File: src/rtl/irq_ctrl_pkg.sv
// irq_ctrl_pkg: constants shared by the interrupt controller files.
//   - FSM state encoding (IDLE / REQ / SERVICE), kept as plain 2-bit
//     constants so they can be compared against legacy dumps directly.
//   - Field offsets of the 16-bit status word driven on REG_OUT_IRQ.
package irq_ctrl_pkg;

  localparam int DATA_W = 16;

  localparam logic [1:0] IDLE    = 2'd0;
  localparam logic [1:0] REQ     = 2'd1;
  localparam logic [1:0] SERVICE = 2'd2;

  // Status word layout: pending bits from bit 8 upward, enable bits from bit 0.
  localparam int PEND_LSB = 8;
  localparam int EN_LSB   = 0;

endpackage

File: src/rtl/irq_prio_enc.sv
// irq_prio_enc: combinational lowest-index-first priority encoder.
// Ports:
//   req_i  [N-1:0]  candidate sources (pending & enabled)
//   any_o           at least one candidate present
//   idx_o  [W-1:0]  index of the lowest set bit of req_i (0 when none)
module irq_prio_enc #(
  parameter int N = 4,
  parameter int W = 3
) (
  input  logic [N-1:0] req_i,
  output logic         any_o,
  output logic [W-1:0] idx_o
);

  always_comb begin
    // NOTE: every output gets a default before the loop, so no path leaves
    // it unassigned and no latch is inferred.
    any_o = |req_i;
    idx_o = '0;
    // Scan downward so the last hit, which is the lowest index, wins.
    for (int i = N - 1; i >= 0; i--) begin
      if (req_i[i]) idx_o = W'(i);
    end
  end

endmodule

File: src/rtl/irq_ctrl.sv
// irq_ctrl: interrupt controller downstream of the timer.
// Turns rising edges on irq_src into latched pending bits, masks them with a
// software-written enable register, and offers the lowest-index enabled
// pending source to the CPU over an irq / irq_ack / irq_done handshake
// (one request at a time, no nesting).
// Ports:
//   clk          clock, rising edge
//   reset        synchronous, active-high
//   DATA         write data; bits [NUM_SRC-1:0] feed mask_in / pend_clr_in
//   irq_src      level sources, bit 0 is the timer timeout
//   mask_in      strobe: enable <= DATA[NUM_SRC-1:0]
//   pend_clr_in  strobe: write-1-to-clear pending bits from DATA
//   irq_ack      CPU accepts the current request
//   irq_done     CPU returned from the service routine
//   irq          registered interrupt request
//   irq_vec      index of the requested source, valid while irq=1
//   REG_OUT_IRQ  {pending at [15:8], enable at [7:0]}, unused bits 0
// NUM_SRC must be 1..8 and 2**VEC_W must be >= NUM_SRC.
module irq_ctrl
  import irq_ctrl_pkg::*;
#(
  parameter int NUM_SRC = 4,
  parameter int VEC_W   = 3
) (
  input  logic               clk,
  input  logic               reset,
  input  logic [DATA_W-1:0]  DATA,
  input  logic [NUM_SRC-1:0] irq_src,
  input  logic               mask_in,
  input  logic               pend_clr_in,
  input  logic               irq_ack,
  input  logic               irq_done,
  output logic               irq,
  output logic [VEC_W-1:0]   irq_vec,
  output logic [DATA_W-1:0]  REG_OUT_IRQ
);

  logic [NUM_SRC-1:0] src_prev_q;
  logic [NUM_SRC-1:0] pending_q, pending_d;
  logic [NUM_SRC-1:0] enable_q, enable_d;
  logic [1:0]         state_q, state_d;
  logic               irq_q, irq_d;
  logic [VEC_W-1:0]   irq_vec_q, irq_vec_d;

  logic [NUM_SRC-1:0] rise;
  logic [NUM_SRC-1:0] clr_sel;
  logic [NUM_SRC-1:0] ack_clr;
  logic               win_any;
  logic [VEC_W-1:0]   win_idx;

  // Upper DATA bits carry nothing for this block.
  logic unused_data;
  assign unused_data = ^DATA[DATA_W-1:NUM_SRC];

  irq_prio_enc #(
    .N (NUM_SRC),
    .W (VEC_W)
  ) u_prio (
    .req_i (pending_q & enable_q),
    .any_o (win_any),
    .idx_o (win_idx)
  );

  always_comb begin
    rise    = irq_src & ~src_prev_q;
    clr_sel = pend_clr_in ? DATA[NUM_SRC-1:0] : '0;
    ack_clr = '0;

    state_d   = state_q;
    irq_d     = irq_q;
    irq_vec_d = irq_vec_q;

    case (state_q)
      IDLE: begin
        if (win_any) begin
          irq_d     = 1'b1;
          irq_vec_d = win_idx;
          state_d   = REQ;
        end
      end
      // irq / irq_vec are frozen here: mask writes and new pending bits
      // cannot disturb a request the CPU may already be decoding.
      REQ: begin
        if (irq_ack) begin
          ack_clr = NUM_SRC'(1) << irq_vec_q;
          irq_d   = 1'b0;
          state_d = SERVICE;
        end
      end
      SERVICE: begin
        if (irq_done) state_d = IDLE;
      end
      default: begin
        irq_d   = 1'b0;
        state_d = IDLE;
      end
    endcase

    // Rise is OR-ed in last so a same-cycle edge beats either kind of clear.
    pending_d = (pending_q & ~clr_sel & ~ack_clr) | rise;
    enable_d  = mask_in ? DATA[NUM_SRC-1:0] : enable_q;
  end

  always_ff @(posedge clk) begin
    // NOTE: state registers use non-blocking assignments so every flop
    // samples the pre-edge values of the others, matching real hardware.
    if (reset) begin
      // All ones: a source already high when reset releases has no edge.
      src_prev_q <= '1;
      pending_q  <= '0;
      enable_q   <= '0;
      state_q    <= IDLE;
      irq_q      <= 1'b0;
      irq_vec_q  <= '0;
    end else begin
      src_prev_q <= irq_src;
      pending_q  <= pending_d;
      enable_q   <= enable_d;
      state_q    <= state_d;
      irq_q      <= irq_d;
      irq_vec_q  <= irq_vec_d;
    end
  end

  assign irq     = irq_q;
  assign irq_vec = irq_vec_q;

  always_comb begin
    REG_OUT_IRQ = '0;
    REG_OUT_IRQ[PEND_LSB +: NUM_SRC] = pending_q;
    REG_OUT_IRQ[EN_LSB   +: NUM_SRC] = enable_q;
  end

endmodule

File: config.mk
export PLATFORM = sky130hd
export DESIGN_NAME = irq_ctrl
export DESIGN_NICKNAME = d
export VERILOG_FILES = /design/src/rtl/irq_ctrl_pkg.sv /design/src/rtl/irq_prio_enc.sv /design/src/rtl/irq_ctrl.sv
export SDC_FILE = /design/constraint.sdc
export NUM_CORES = 1
export LEC_CHECK = 0
export CAP_MARGIN = 30
export CORE_AREA = 2 2 48 50
export CTS_BUF_LIST = sky130_fd_sc_hd__clkbuf_4 sky130_fd_sc_hd__clkbuf_8 sky130_fd_sc_hd__clkbuf_16
export CTS_CLUSTER_DIAMETER = 120
export DETAILED_ROUTE_END_ITERATION = 8
export DIE_AREA = 0 0 50 52
export PLACE_DENSITY = 0.87
export SETUP_SLACK_MARGIN = 0.02
export SYNTH_ARGS = -nofsm -noshare
export SYNTH_HDL_FRONTEND = slang
export SYNTH_SLANG_ARGS = --single-unit
File: constraint.sdc
create_clock -name clk -period 2.8 [get_ports clk]
set_input_delay 0.28 -clock clk [delete_from_list [all_inputs] [get_ports clk]]
set_output_delay 0.28 -clock clk [all_outputs]
set_load 0.02 [all_outputs]
==> flow_metrics.py <==
metrics = {
    "detailed_routing": {
        "drt_iter0_markers": 5,
        "drt_drc_violations_left": 0,
        "totalWireLength_um": 1580,
        "wire_per_inst_um": 11.7,
        "dr.pass1.iters": 4,
        "drt-vias-per-instance": 4.69,
        "postRouteAntennaNets": 0,
        "num_vias": 633,
    },
    "setup_path": {
        "critical_path_at_ns": 1.38,
        "critPathMaxStageDelay_ns": 0.65,
        "master_of_the_slowest_instance_on_the_critical_path": "clkdlybuf4s50_1",
        "crit_chain": "clkdlybuf4s50_1",
        "setup.worst_path.end_class": "output pin",
        "worstPathMaxFanout": 6,
        "critPathLaunchType": "flop",
        "worst-path-buf-inv": 1,
        "worst_path_dominant_cell_family": "buffers and inverters",
        "critical_path_class": "reg2out",
        "cp_data_required_time_ns": 2.52,
    },
    "pwr": {
        "finalPower_mw": 0.488,
        "leakage_nw": 0.380,
        "powerDensity_nw_per_um2": 484,
        "worst_ir_drop_vdd_mv": 0.350,
    },
    "synthesis": {
        "synthCells": 83,
        "cell_variety_after_synth": 23,
        "yosysMostFrequentCell": "dfxtp_1",
        "ys_ff_latch": 17,
        "ys.flop_type": "dfxtp_1",
        "synth.yosys.seq_area_share_pct": 45.0,
        "synthArstFlopShare_pct": 0,
        "yosys_warnings": 0,
        "synth.cell_area_um2": 756,
        "synth_area_leader_cell": "dfxtp_1",
        "count_of_flip_flops_with_a_built_in_enable_after_synthesis": 0,
        "synth.top_cells.by_area": "dfxtp_1, buf_4, a21oi_1",
        "synth_top_cell_area_share_pct": 45.0,
        "synth_commonest_cells": "dfxtp_1, buf_4, a21oi_1, nand2_1, nor2_1",
        "postSynthAreaPerCell_um2": 9.11,
    },
    "hold_path": {
        "holdCritPathClass": "reg2reg",
    },
    "finish": {
        "finalNetCount": 134,
        "n_antenna_cell": 0,
        "finalCoreUtilization_pct": 47.9,
        "fin_area_um2": 1010,
        "areaGrowthSynthToFinish_pct": 33.4,
        "drive_gt1_share_pct": 9.35,
        "layout.cells.non_filler": 135,
    },
    "clocking": {
        "hold_buffers": 0,
        "ctsRootBufferMaster": "clkbuf_4",
        "clkTransAtPathRegs_ns": 0.09,
        "worstSkewPairLatency_ns": 0.28,
        "post_cts.repair.setup_buffers": 0,
        "clock_sinks": 17,
        "tritoncts_clock_tree": "done",
        "cts_bufs_inserted": 3,
        "cts_buffer_depth": 2,
        "cts.repair.resized": 0,
        "cts_max_level": 1,
    },
    "global_routing": {
        "grt.overflow.total": 0,
        "global_route_wire_length_before_repair_um": 2700,
        "maximum_number_of_pins_on_one_net_before_global_route_repair": 18,
        "initial_antenna_violation_count": 0,
        "grt_util_all_layers_pct": 13.7,
        "first_global_vias": 646,
    },
    "sta": {
        "relSlewSlack_pct": 62.3,
        "finalWorstPathRequiredPeriod_ns": 1.66,
        "tightestPinTransition_ns": 0.563,
        "max_freq_mhz": 601,
        "setup_viol": 0,
        "setup_repair_after_global_routing_missed_its_margin": "false",
        "timing.hold.ws_ns": 0.463,
        "setup_total_negative_slack_ns": 0,
        "final_hold_viol_count": 0,
        "final-max-slew-violation-count": 0,
        "timing.final.crit_share_pct": 59.5,
        "clock_skew_ns": 0.000782,
        "fin_ws_ns": 1.14,
    },
    "place": {
        "routabilityCongestion": 0.806,
        "buffer_ports.inserted": 24,
        "post-place-ws_ns": 1.26,
        "placed_cell_area_um2": 978,
        "dpl.cell_count": 131,
        "dpl.hpwl_um": 1240,
    },
    "floorplanning": {
        "io_pins": 46,
        "width_of_the_die_um": 50,
        "placementRows": 17,
        "fp.dieArea_um2": 2600,
        "core-area_um2": 2110,
        "fp.dieH_um": 52,
        "initial_core_util_pct": 35.9,
    },
    "flow_run": {
        "number_of_violations_of_the_max_capacitance_limit": 0,
    },
    "status": {
        "status": "completed",
    },
}
==> registers in the layout (all words and copies together), names as in the netlist <==
signal and flops:
irq_vec 2, irq 1, state_q 2, pending_q 4, enable_q 4, src_prev_q 4
==> final timing paths <==
path | from | to | slack [ns] | depth (start not counted)
worst min-delay path | irq | irq | 0.46 | 2
worst min register to register | irq | irq | 0.46 | 2
worst max-delay path | irq_vec[0] | irq_vec[0] | 1.14 | 1
worst max register to register | state_q[1] | irq_vec[0] | 1.63 | 3
==> where the power goes <==
| part | internal, mW | switching, mW |
|---|---|---|
| registers | 0.254 | 0.0113 |
| clock network | 0.0651 | 0.0737 |
| logic | 0.0422 | 0.0424 |
==> area by class of cell <==
class	count	area, um2
inverters	1	3.75
repair buffers	24	240
flip-flops and latches	17	340
fillers	202	1100
well taps	28	35.0
multi-input cells	61	359
clock buffers	4	30.0
==> placed cells by master, fill, tap and decap left out, drive strengths merged <==
cell and n:
a22o 2, o211ai 2, clkdlybuf4s50 24, o41ai 2, dfxtp 17, a21oi 8, o311a 1, o21ai 3
nand2 8, a211oi 1, clkbuf 4, a221oi 1, nand4b 1, a31o 1, mux2i 4, or2 5
inv 1, nor2 7, conb 9, a21boi 2, nand2b 4
==> per-layer routing <==
layer / global-route usage, % / share of wire, % / up-vias
met4: 8.33 / 1.6 / 0
met2: 23.5 / 49 / 29
met3: 2.30 / 5.6 / 4
met5: 0 / 0 / -
met1: 16.0 / 44 / 281
li1: - / - / 319
==> kinds of logic (layout without fill, tap and decap cells) <==
kind of cell | Yosys count | count (layout) | synth area share (%)
AND/OR/NAND/NOR | 25 | 25 | 16.4
other | 1 | 9 | 0.496
AO/OA/AOI/OAI | 23 | 23 | 21.4
flip-flops | 17 | 17 | 45.0
multiplexers | 4 | 4 | 5.30
buffers and inverters | 13 | 29 | 11.4
(Power assumes the default switching activity.)
